## config.mk

```make
export PLATFORM = sky130hd
export DESIGN_NAME = png_chunk_pack
export DESIGN_NICKNAME = d
export VERILOG_FILES = /design/src/rtl/png_chunk_pack.sv
export SDC_FILE = /design/constraint.sdc
export NUM_CORES = 1
export LEC_CHECK = 0
export CAP_MARGIN = 20
export CELL_PAD_IN_SITES_DETAIL_PLACEMENT = 0
export CELL_PAD_IN_SITES_GLOBAL_PLACEMENT = 2
export CORE_MARGIN = 5
export CORE_UTILIZATION = 28
export DETAILED_ROUTE_END_ITERATION = 8
export PLACE_DENSITY = 0.93
export SYNTH_ARGS = -nofsm -noshare
export SYNTH_HDL_FRONTEND = slang
export SYNTH_SLANG_ARGS = --single-unit
```

## constraint.sdc

```tcl
create_clock -name clk -period 3.8 [get_ports clk]
set_clock_uncertainty 0.05 [all_clocks]
set_input_delay 0.38 -clock clk [delete_from_list [all_inputs] [get_ports clk]]
set_output_delay 0.38 -clock clk [all_outputs]
set_load 0.005 [all_outputs]
```

## src/rtl/png_chunk_pack.sv

```systemverilog
// ============================================================================
// Module     : png_chunk_pack
// Description: Frames one PNG chunk (LENGTH, TYPE, DATA..., CRC) onto a 32-bit
//              stream and drives an external crc32 engine over TYPE+DATA.
//              Optional payload length check: define PNG_CHUNK_LEN_CHK_EN.
// Revision   : 1.0 - initial release
// ============================================================================
`timescale 1ns/1ps
`default_nettype none

module png_chunk_pack #(
    parameter int DATA_WD = 32,
    parameter int CRC_CYC = 4,
    parameter int LEN_WD  = 32
) (
    input  logic               clk,
    input  logic               rstn,
    input  logic               start_i,
    input  logic [LEN_WD-1:0]  len_i,
    input  logic [DATA_WD-1:0] typ_i,
    input  logic               val_i,
    input  logic [DATA_WD-1:0] dat_i,
    input  logic               lst_i,
    output logic               rdy_o,
    output logic               crc_start_o,
    output logic               crc_val_o,
    output logic [DATA_WD-1:0] crc_dat_o,
    output logic               crc_lst_o,
    input  logic               crc_done_i,
    input  logic               crc_val_i,
    input  logic [DATA_WD-1:0] crc_dat_i,
    output logic               val_o,
    output logic [DATA_WD-1:0] dat_o,
    output logic               lst_o,
    output logic               busy_o,
    output logic               done_o
`ifdef PNG_CHUNK_LEN_CHK_EN
    ,
    output logic               err_o
`endif
);

    localparam int CNT_W = (CRC_CYC > 1) ? $clog2(CRC_CYC) : 1;
    localparam logic [CNT_W-1:0] c_CNT_LAST = CNT_W'(CRC_CYC - 1);

    localparam logic [2:0] c_IDLE = 3'd0;
    localparam logic [2:0] c_LEN  = 3'd1;
    localparam logic [2:0] c_TYP  = 3'd2;
    localparam logic [2:0] c_DAT  = 3'd3;
    localparam logic [2:0] c_WCRC = 3'd4;
    localparam logic [2:0] c_CRC  = 3'd5;

    logic [2:0]         r_state;
    logic [2:0]         w_nxt_state;
    logic [LEN_WD-1:0]  r_len;
    logic [DATA_WD-1:0] r_word;   // word currently presented to crc32 (type, then payload)
    logic               r_wlst;
    logic [CNT_W-1:0]   r_cnt;    // position inside the current crc32 window
    logic               r_win;    // payload window active
    logic               r_last;   // last payload word has been accepted
    logic [DATA_WD-1:0] r_crc;
    logic               w_cnt_end;

    assign w_cnt_end = (r_cnt == c_CNT_LAST);

    // State register
    always_ff @(posedge clk or negedge rstn) begin
        if (!rstn) begin
            r_state <= c_IDLE;
        end else begin
            r_state <= w_nxt_state;
        end
    end

    // Next-state logic
    always_comb begin
        w_nxt_state = r_state;
        case (r_state)
            c_IDLE: if (start_i) w_nxt_state = c_LEN;
            c_LEN:  w_nxt_state = c_TYP;
            c_TYP:  if (w_cnt_end) w_nxt_state = (r_len == '0) ? c_WCRC : c_DAT;
            c_DAT:  if (r_win && w_cnt_end && r_last) w_nxt_state = c_WCRC;
            c_WCRC: if (crc_done_i && crc_val_i) w_nxt_state = c_CRC;
            c_CRC:  w_nxt_state = c_IDLE;
            default: w_nxt_state = c_IDLE;
        endcase
    end

    // Output decode
    always_comb begin
        rdy_o       = 1'b0;
        crc_start_o = 1'b0;
        crc_val_o   = 1'b0;
        crc_dat_o   = '0;
        crc_lst_o   = 1'b0;
        val_o       = 1'b0;
        dat_o       = '0;
        lst_o       = 1'b0;
        done_o      = 1'b0;
        busy_o      = (r_state != c_IDLE);
        case (r_state)
            c_LEN: begin
                crc_start_o = 1'b1;
                val_o       = 1'b1;
                dat_o       = DATA_WD'(r_len);
            end
            c_TYP: begin
                crc_val_o = 1'b1;
                crc_dat_o = r_word;
                crc_lst_o = r_wlst;
                val_o     = (r_cnt == '0);
                dat_o     = (r_cnt == '0) ? r_word : '0;
            end
            c_DAT: begin
                rdy_o = !r_win;
                if (r_win) begin
                    crc_val_o = 1'b1;
                    crc_dat_o = r_word;
                    crc_lst_o = r_wlst;
                    val_o     = (r_cnt == '0);
                    dat_o     = (r_cnt == '0) ? r_word : '0;
                end
            end
            c_CRC: begin
                val_o  = 1'b1;
                dat_o  = r_crc;
                lst_o  = 1'b1;
                done_o = 1'b1;
            end
            default: ;
        endcase
    end

    // Datapath: latched header, window sequencing, captured CRC
    always_ff @(posedge clk or negedge rstn) begin
        if (!rstn) begin
            r_len  <= '0;
            r_word <= '0;
            r_wlst <= 1'b0;
            r_cnt  <= '0;
            r_win  <= 1'b0;
            r_last <= 1'b0;
            r_crc  <= '0;
        end else begin
            case (r_state)
                c_IDLE: if (start_i) begin
                    r_len  <= len_i;
                    r_word <= typ_i;
                    r_wlst <= (len_i == '0);
                    r_cnt  <= '0;
                    r_win  <= 1'b0;
                    r_last <= 1'b0;
                end
                c_TYP: r_cnt <= w_cnt_end ? '0 : r_cnt + 1'b1;
                c_DAT: begin
                    if (r_win) begin
                        r_cnt <= w_cnt_end ? '0 : r_cnt + 1'b1;
                        if (w_cnt_end) r_win <= 1'b0;
                    end else if (val_i) begin
                        r_win  <= 1'b1;
                        r_cnt  <= '0;
                        r_word <= dat_i;
                        r_wlst <= lst_i;
                        r_last <= lst_i;
                    end
                end
                c_WCRC: if (crc_done_i && crc_val_i) r_crc <= crc_dat_i;
                default: ;
            endcase
        end
    end

`ifdef PNG_CHUNK_LEN_CHK_EN
    logic [LEN_WD-3:0] r_wcnt;
    logic              r_err;

    // Accepted-word count versus declared length, judged when the CRC arrives
    always_ff @(posedge clk or negedge rstn) begin
        if (!rstn) begin
            r_wcnt <= '0;
            r_err  <= 1'b0;
        end else begin
            if (r_state == c_IDLE && start_i) begin
                r_wcnt <= '0;
                r_err  <= 1'b0;
            end else if (r_state == c_DAT && !r_win && val_i) begin
                r_wcnt <= r_wcnt + 1'b1;
            end
            if (r_state == c_WCRC && crc_done_i && crc_val_i) begin
                r_err <= (r_wcnt != r_len[LEN_WD-1:2]);
            end
        end
    end

    assign err_o = r_err;
`endif

endmodule

`default_nettype wire
```

# Word-level counts from Yosys, hierarchy flattened
# Cells that the tools add are included.
dict set report classes {
  n_addsub 1
  n_mul 0
  div 0
  magnitude_cmp 0
  eq_ne 13
  shifts 0
  n_mux 39
  bitwise_logic 0
  n_reduce_logical 18
}
# cell count
set op_table {}
lappend op_table {{$mux W32} 6}
lappend op_table {{$pmux W32 S2} 2}
lappend op_table {{$pmux W32 S4} 1}
lappend op_table {{$logic_not A32 Y1} 2}
lappend op_table {{$mux W3} 5}
lappend op_table {{$pmux W3 S5} 1}
lappend op_table {{$mux W1} 13}
lappend op_table {{$ne A2 B2 Y1 const B} 6}
lappend op_table {{$pmux W1 S2} 5}
lappend op_table {{$mux W2} 4}
lappend op_table {{$reduce_and A4 Y1} 2}
lappend op_table {{$eq A3 B2 Y1 const B} 2}
lappend op_table {{$eq A3 B3 Y1 const B} 2}
lappend op_table {{$pmux W2 S3} 1}
lappend op_table {{$reduce_and A2 Y1} 3}
lappend op_table {{$reduce_bool A3 Y1} 2}
lappend op_table {{$eq A3 B1 Y1 const B} 1}
lappend op_table {{$logic_and A1 B1 Y1} 3}
lappend op_table {{$logic_not A3 Y1} 1}
lappend op_table {{$ne A3 B3 Y1 const B} 1}
lappend op_table {{$pmux W1 S3} 1}
lappend op_table {{$reduce_and A3 Y1} 1}
lappend op_table {{$add A2 B1 Y2 const B} 1}
lappend op_table {{$eq A2 B2 Y1 const B} 1}
lappend op_table {{other kinds (4)} 4}
dict set report word_totals {
  ff_bits 104
  latchBits 0
  ramBits 0
  mem_bits_ro 0
  input_bits 135
  output_inout_bits 72
  word_cells 79
  n_memories 0
}

# Logic depth before layout (Yosys ltp)
# Gate-level depths: netlist of run 1.
dict set report logic_depth {
  ltp_word 5
  ltp_mapped 6
  ltp_nobuf 5
}

# Least setup slack after synthesis of run 1
# No wires, ideal clock.
dict set report synth_path {
  kind {flip-flop to output port}
  start {register r_state[0]}
  end {output port dat_o[22]}
  arrival_time_ns 1.464
  required_ns 3.370
  path_slack_ns 1.906
  stages_incl_launch_ff 7
  path_buffers 2
  path_cell_list {dfrtp_1 buf_4 and2b_1 nor4b_4 buf_2 a222oi_1 inv_1}
}
dict set report synth_via {
  elab_chain_len 2
  word_cells_on_any_way 5
  classes_between {eq/ne: 4; mux: 1}
}
# item line_no
set synth_lines {}
lappend synth_lines {{start, declared} 53} ;# logic [2:0] r_state;
lappend synth_lines {{start signal, assigned} 69} ;# r_state <= c_IDLE;
lappend synth_lines {{start signal, assigned} 71} ;# r_state <= w_nxt_state;
lappend synth_lines {{$eq A3 B3 Y1 (tied with other cells)} 101} ;# case (r_state)
lappend synth_lines {{$pmux W32 S4 (*)} 101}
lappend synth_lines {{end, declared} 33} ;# output logic [DATA_WD-1:0] dat_o,
# Mark *: on every way between the ends. The rest lies on a longest branch, timed or not.

# Worst setup path in the final report of run 1
dict set report layout_path {
  start {register r_state[0]}
  end {output port crc_dat_o[8]}
}
dict set report layout_via {
  elab_chain_len 2
  word_cells_on_any_way 3
  classes_between {eq/ne: 2; mux: 1}
}
# item line_no
set layout_lines {}
lappend layout_lines {{$eq A3 B2 Y1} 101}
lappend layout_lines {{$pmux W32 S2 (*)} 101}
lappend layout_lines {{end, declared} 27} ;# output logic [DATA_WD-1:0] crc_dat_o,
# Marked as above.

==> results of run 1 <==
## state kept, by name, indices dropped and copies added (netlist names)
signal,count
r_cnt,2
r_crc,32
r_last,1
r_len,32
r_state,3
r_win,1
r_wlst,1
r_word,32
## stage by stage
step / utilization (%) / std cells / instance area, sq um / total power [mW]
CTS: 41.8 / 933 / 7750 / 6.11
finish: 42.0 / 935 / 7790 / 6.01
global route: 42.0 / 935 / 7790 / 6.46
detailed placement: 40.3 / 918 / 7470 / 5.17
global placement: 40.3 / 918 / 7470 / 5.12
floorplan: - / 507 / 5230 / 3.38
## critical path, cell delays in order, from the launching register on
cell             delay (ns)
dfrtp_1                0.55
and2b_1                0.31
nor3_4                 0.59
buf_4                  0.38
and2_1                 0.17
clkdlybuf4s50_1        0.50
## Yosys cell counts, types with 2 or more instances
master,number
a21oi_1,3
a222oi_1,32
a31oi_1,34
and2_1,33
buf_2,13
buf_4,7
buf_6,3
clkbuf_1,14
dfrtp_1,104
ha_1,2
inv_1,37
mux2_1,8
mux2_2,56
nand2_1,71
nand3_1,3
nand4_1,5
nor2_1,40
nor4_1,16
nor4b_4,2
o21ai_0,7
## layer usage
metal / vias to the layer above / share of wire [%] / wire [um]
met3: 15 / 7.1 / 1280
met4: 0 / 0.92 / 165
li1: 2188 / - / -
met1: 2227 / 44 / 7870
met2: 186 / 48 / 8620
met5: - / 0 / 0
## path summary, 6_finish.rpt
kind / from / to / depth (start not counted)
min in group clk: r_crc[1]$_DFFE_PN0P_ / r_crc[1]$_DFFE_PN0P_ / 1
worst max register to register: r_state[2]$_DFFE_PN0P_ / r_crc[8]$_DFFE_PN0P_ / 4
worst max-delay path: r_state[0]$_DFFE_PN0P_ / crc_dat_o[8] / 5
max in group asynchronous: rstn / r_crc[18]$_DFFE_PN0P_ / 4
worst min-delay path: rstn / r_crc[0]$_DFFE_PN0P_ / 2
worst min register to register: r_crc[1]$_DFFE_PN0P_ / r_crc[1]$_DFFE_PN0P_ / 1
## cell type report
cell class	instances	share of cell area, %
clock buffer	10	3.07
clock inverter	5	0.530
inverter	38	1.83
multi-input combinational	328	29.5
sequential	104	33.4
tap	234	3.76
timing repair buffer	216	27.9
## timing repair
item,in CTS,in global routing
buffers inserted,0,0
hold buffers,0,1
hold endpoints to repair,0,4
## power by group through the flow
stage	registers (mW)	clock network [mW]	logic, mW
floorplan	1.71	0	1.66
CTS	1.86	0.936	3.31
detailed placement	1.89	0	3.28
global route	1.92	0.978	3.56
finish	1.86	0.903	3.25
global placement	1.87	0	3.25
## logic make-up (layout without fill, tap and decap cells)
logic type,Yosys count,in the layout,synth area share (%)
buffers and inverters,75,269,6.63
DFF,104,104,49.8
AOI/OAI and AO/OA,80,80,11.8
adders and majority gates,2,2,0.479
muxes,65,65,14.0
and+or+nand+nor,181,181,17.3
==> results.py, run 1 <==
metrics = {
    "routing": {
        "vias_per_cell": 4.94,
        "ant_nets": 0,
        "wl_um": 17900,
        "drt_first_iter_violations": 398,
        "first_pass_iters": 7,
        "vias": 4616,
        "drcViolationCount": 0,
        "wl_per_cell_um": 19.2,
    },
    "sta": {
        "timing.setup.tns_ns": 0,
        "period_needed_ns": 3.31,
        "finalSetupViolCount": 0,
        "drv_slew": 0,
        "tightest_slew_ns": 0.872,
        "setup_ws_ns": 0.487,
        "rsz0062_at_grt": "false",
        "maxSlewHeadroom_pct": 41.7,
        "timing.fmax_mhz": 302,
        "min_period_over_period_pct": 87.2,
        "fin_hold_ws_ns": 0.332,
        "hold_violations": 0,
    },
    "pwr": {
        "switching_power_mw": 2.23,
        "switching_share_pct": 37.0,
        "power.leakage_nw": 3.41,
        "irDropWorstVdd_uv": 372,
        "cell_internal_pwr_mw": 3.78,
        "power_density_nw_per_um2": 772,
        "power_frac_seq_pct": 31.0,
        "clkPwrFrac_pct": 15.0,
        "power_frac_comb_pct": 54.0,
    },
    "cells_and_area": {
        "antenna_cells": 0,
        "nets": 834,
        "regArea_sq_um": 2600,
        "area_growth_pct": 49.0,
        "layout_common_cells": "205 x clkdlybuf4s50_1, 104 x dfrtp_1, 71 x nand2_1",
        "mostFrequentLayoutCell": "clkdlybuf4s50_1",
        "multiInputGateArea_sq_um": 2300,
        "fill_cells": 1794,
        "drive_gt1_share_pct": 13.1,
    },
    "die": {
        "die_width_um": 147,
        "start_util_pct": 28.2,
        "rows": 50,
        "core_sq_um": 18500,
        "pin_count": 207,
        "die_height_um": 147,
        "die_area_sq_um": 21500,
    },
    "logic_synthesis": {
        "synthArstFlopShare_pct": 100,
        "synth_edf_count": 0,
        "syn-instance-count": 507,
        "synth_fp_nets": 644,
        "synth_area_sq_um": 5230,
        "ys_types": 37,
        "yosysSeqAreaShare_pct": 49.8,
        "avgSynthCellArea_sq_um": 10.3,
        "ys_top_cells_by_area": "dfrtp_1 50%, mux2_2 12%, a222oi_1 6.1%",
        "ys_warn_count": 0,
        "post-synth-top-area-fraction_pct": 49.8,
        "synth_top_area_cell": "dfrtp_1",
        "ys.flop_type": "dfrtp_1",
        "synth_seq_cells": 104,
    },
    "placed_design": {
        "hpwl_um": 13000,
        "place_ws_ns": 0.884,
        "port_buffers": 206,
        "gp_congestion": 0.799,
    },
    "cts": {
        "cts-resized-gates": 0,
        "cts_max_path_buffers": 2,
        "cts_tree": "built",
        "clock_latency_ns": 0.35,
        "ctsRootBufferMaster": "clkbuf_16",
        "clk_pin_slew_ns": 0.07,
        "htree_levels": 3,
        "cts_inserted_buffers": 9,
        "cts_num_sinks": 104,
    },
    "worst_setup_path": {
        "crit_fanout": 19,
        "worstSetupPathType": "flip-flop to output pin",
        "reg2reg_slack_ns": 1.39,
        "worstPathRequired_ns": 3.37,
        "crit_path_start_kind": "flip-flop",
        "arrival_ns": 2.88,
        "crit_path_end_kind": "output pin",
    },
    "grt": {
        "grt_use_total_pct": 16.6,
        "grt_use_met3_pct": 5.31,
        "grt_pass1_wl_um": 28200,
        "grt_max_degree": 77,
        "gr-usage-met2_pct": 27.1,
        "busiest_layer": "met2",
        "antenna_found_initial": 0,
        "grt_pass1_vias": 5022,
        "gr-total-overflow": 0,
        "gr-usage-met1_pct": 21.5,
    },
    "worst_hold_path": {
        "hp-class": "primary input to asynchronous set/reset pin",
    },
    "run": {
        "max-cap-violations": 0,
    },
    "run_status": {
        "status": "finished clean",
    },
}
(Power assumes the default switching activity.)
==> run 2, diff against run 1 <==
--- a/config.mk
+++ b/config.mk
@@ -10,6 +10,7 @@
 export CELL_PAD_IN_SITES_GLOBAL_PLACEMENT = 2
 export CORE_MARGIN = 5
 export CORE_UTILIZATION = 28
+export CTS_CLUSTER_SIZE = 28
 export DETAILED_ROUTE_END_ITERATION = 8
 export PLACE_DENSITY = 0.93
 export SYNTH_ARGS = -nofsm -noshare
==> results of run 2 <==
Final layout, timing and power as in run 1 (identical DEF).
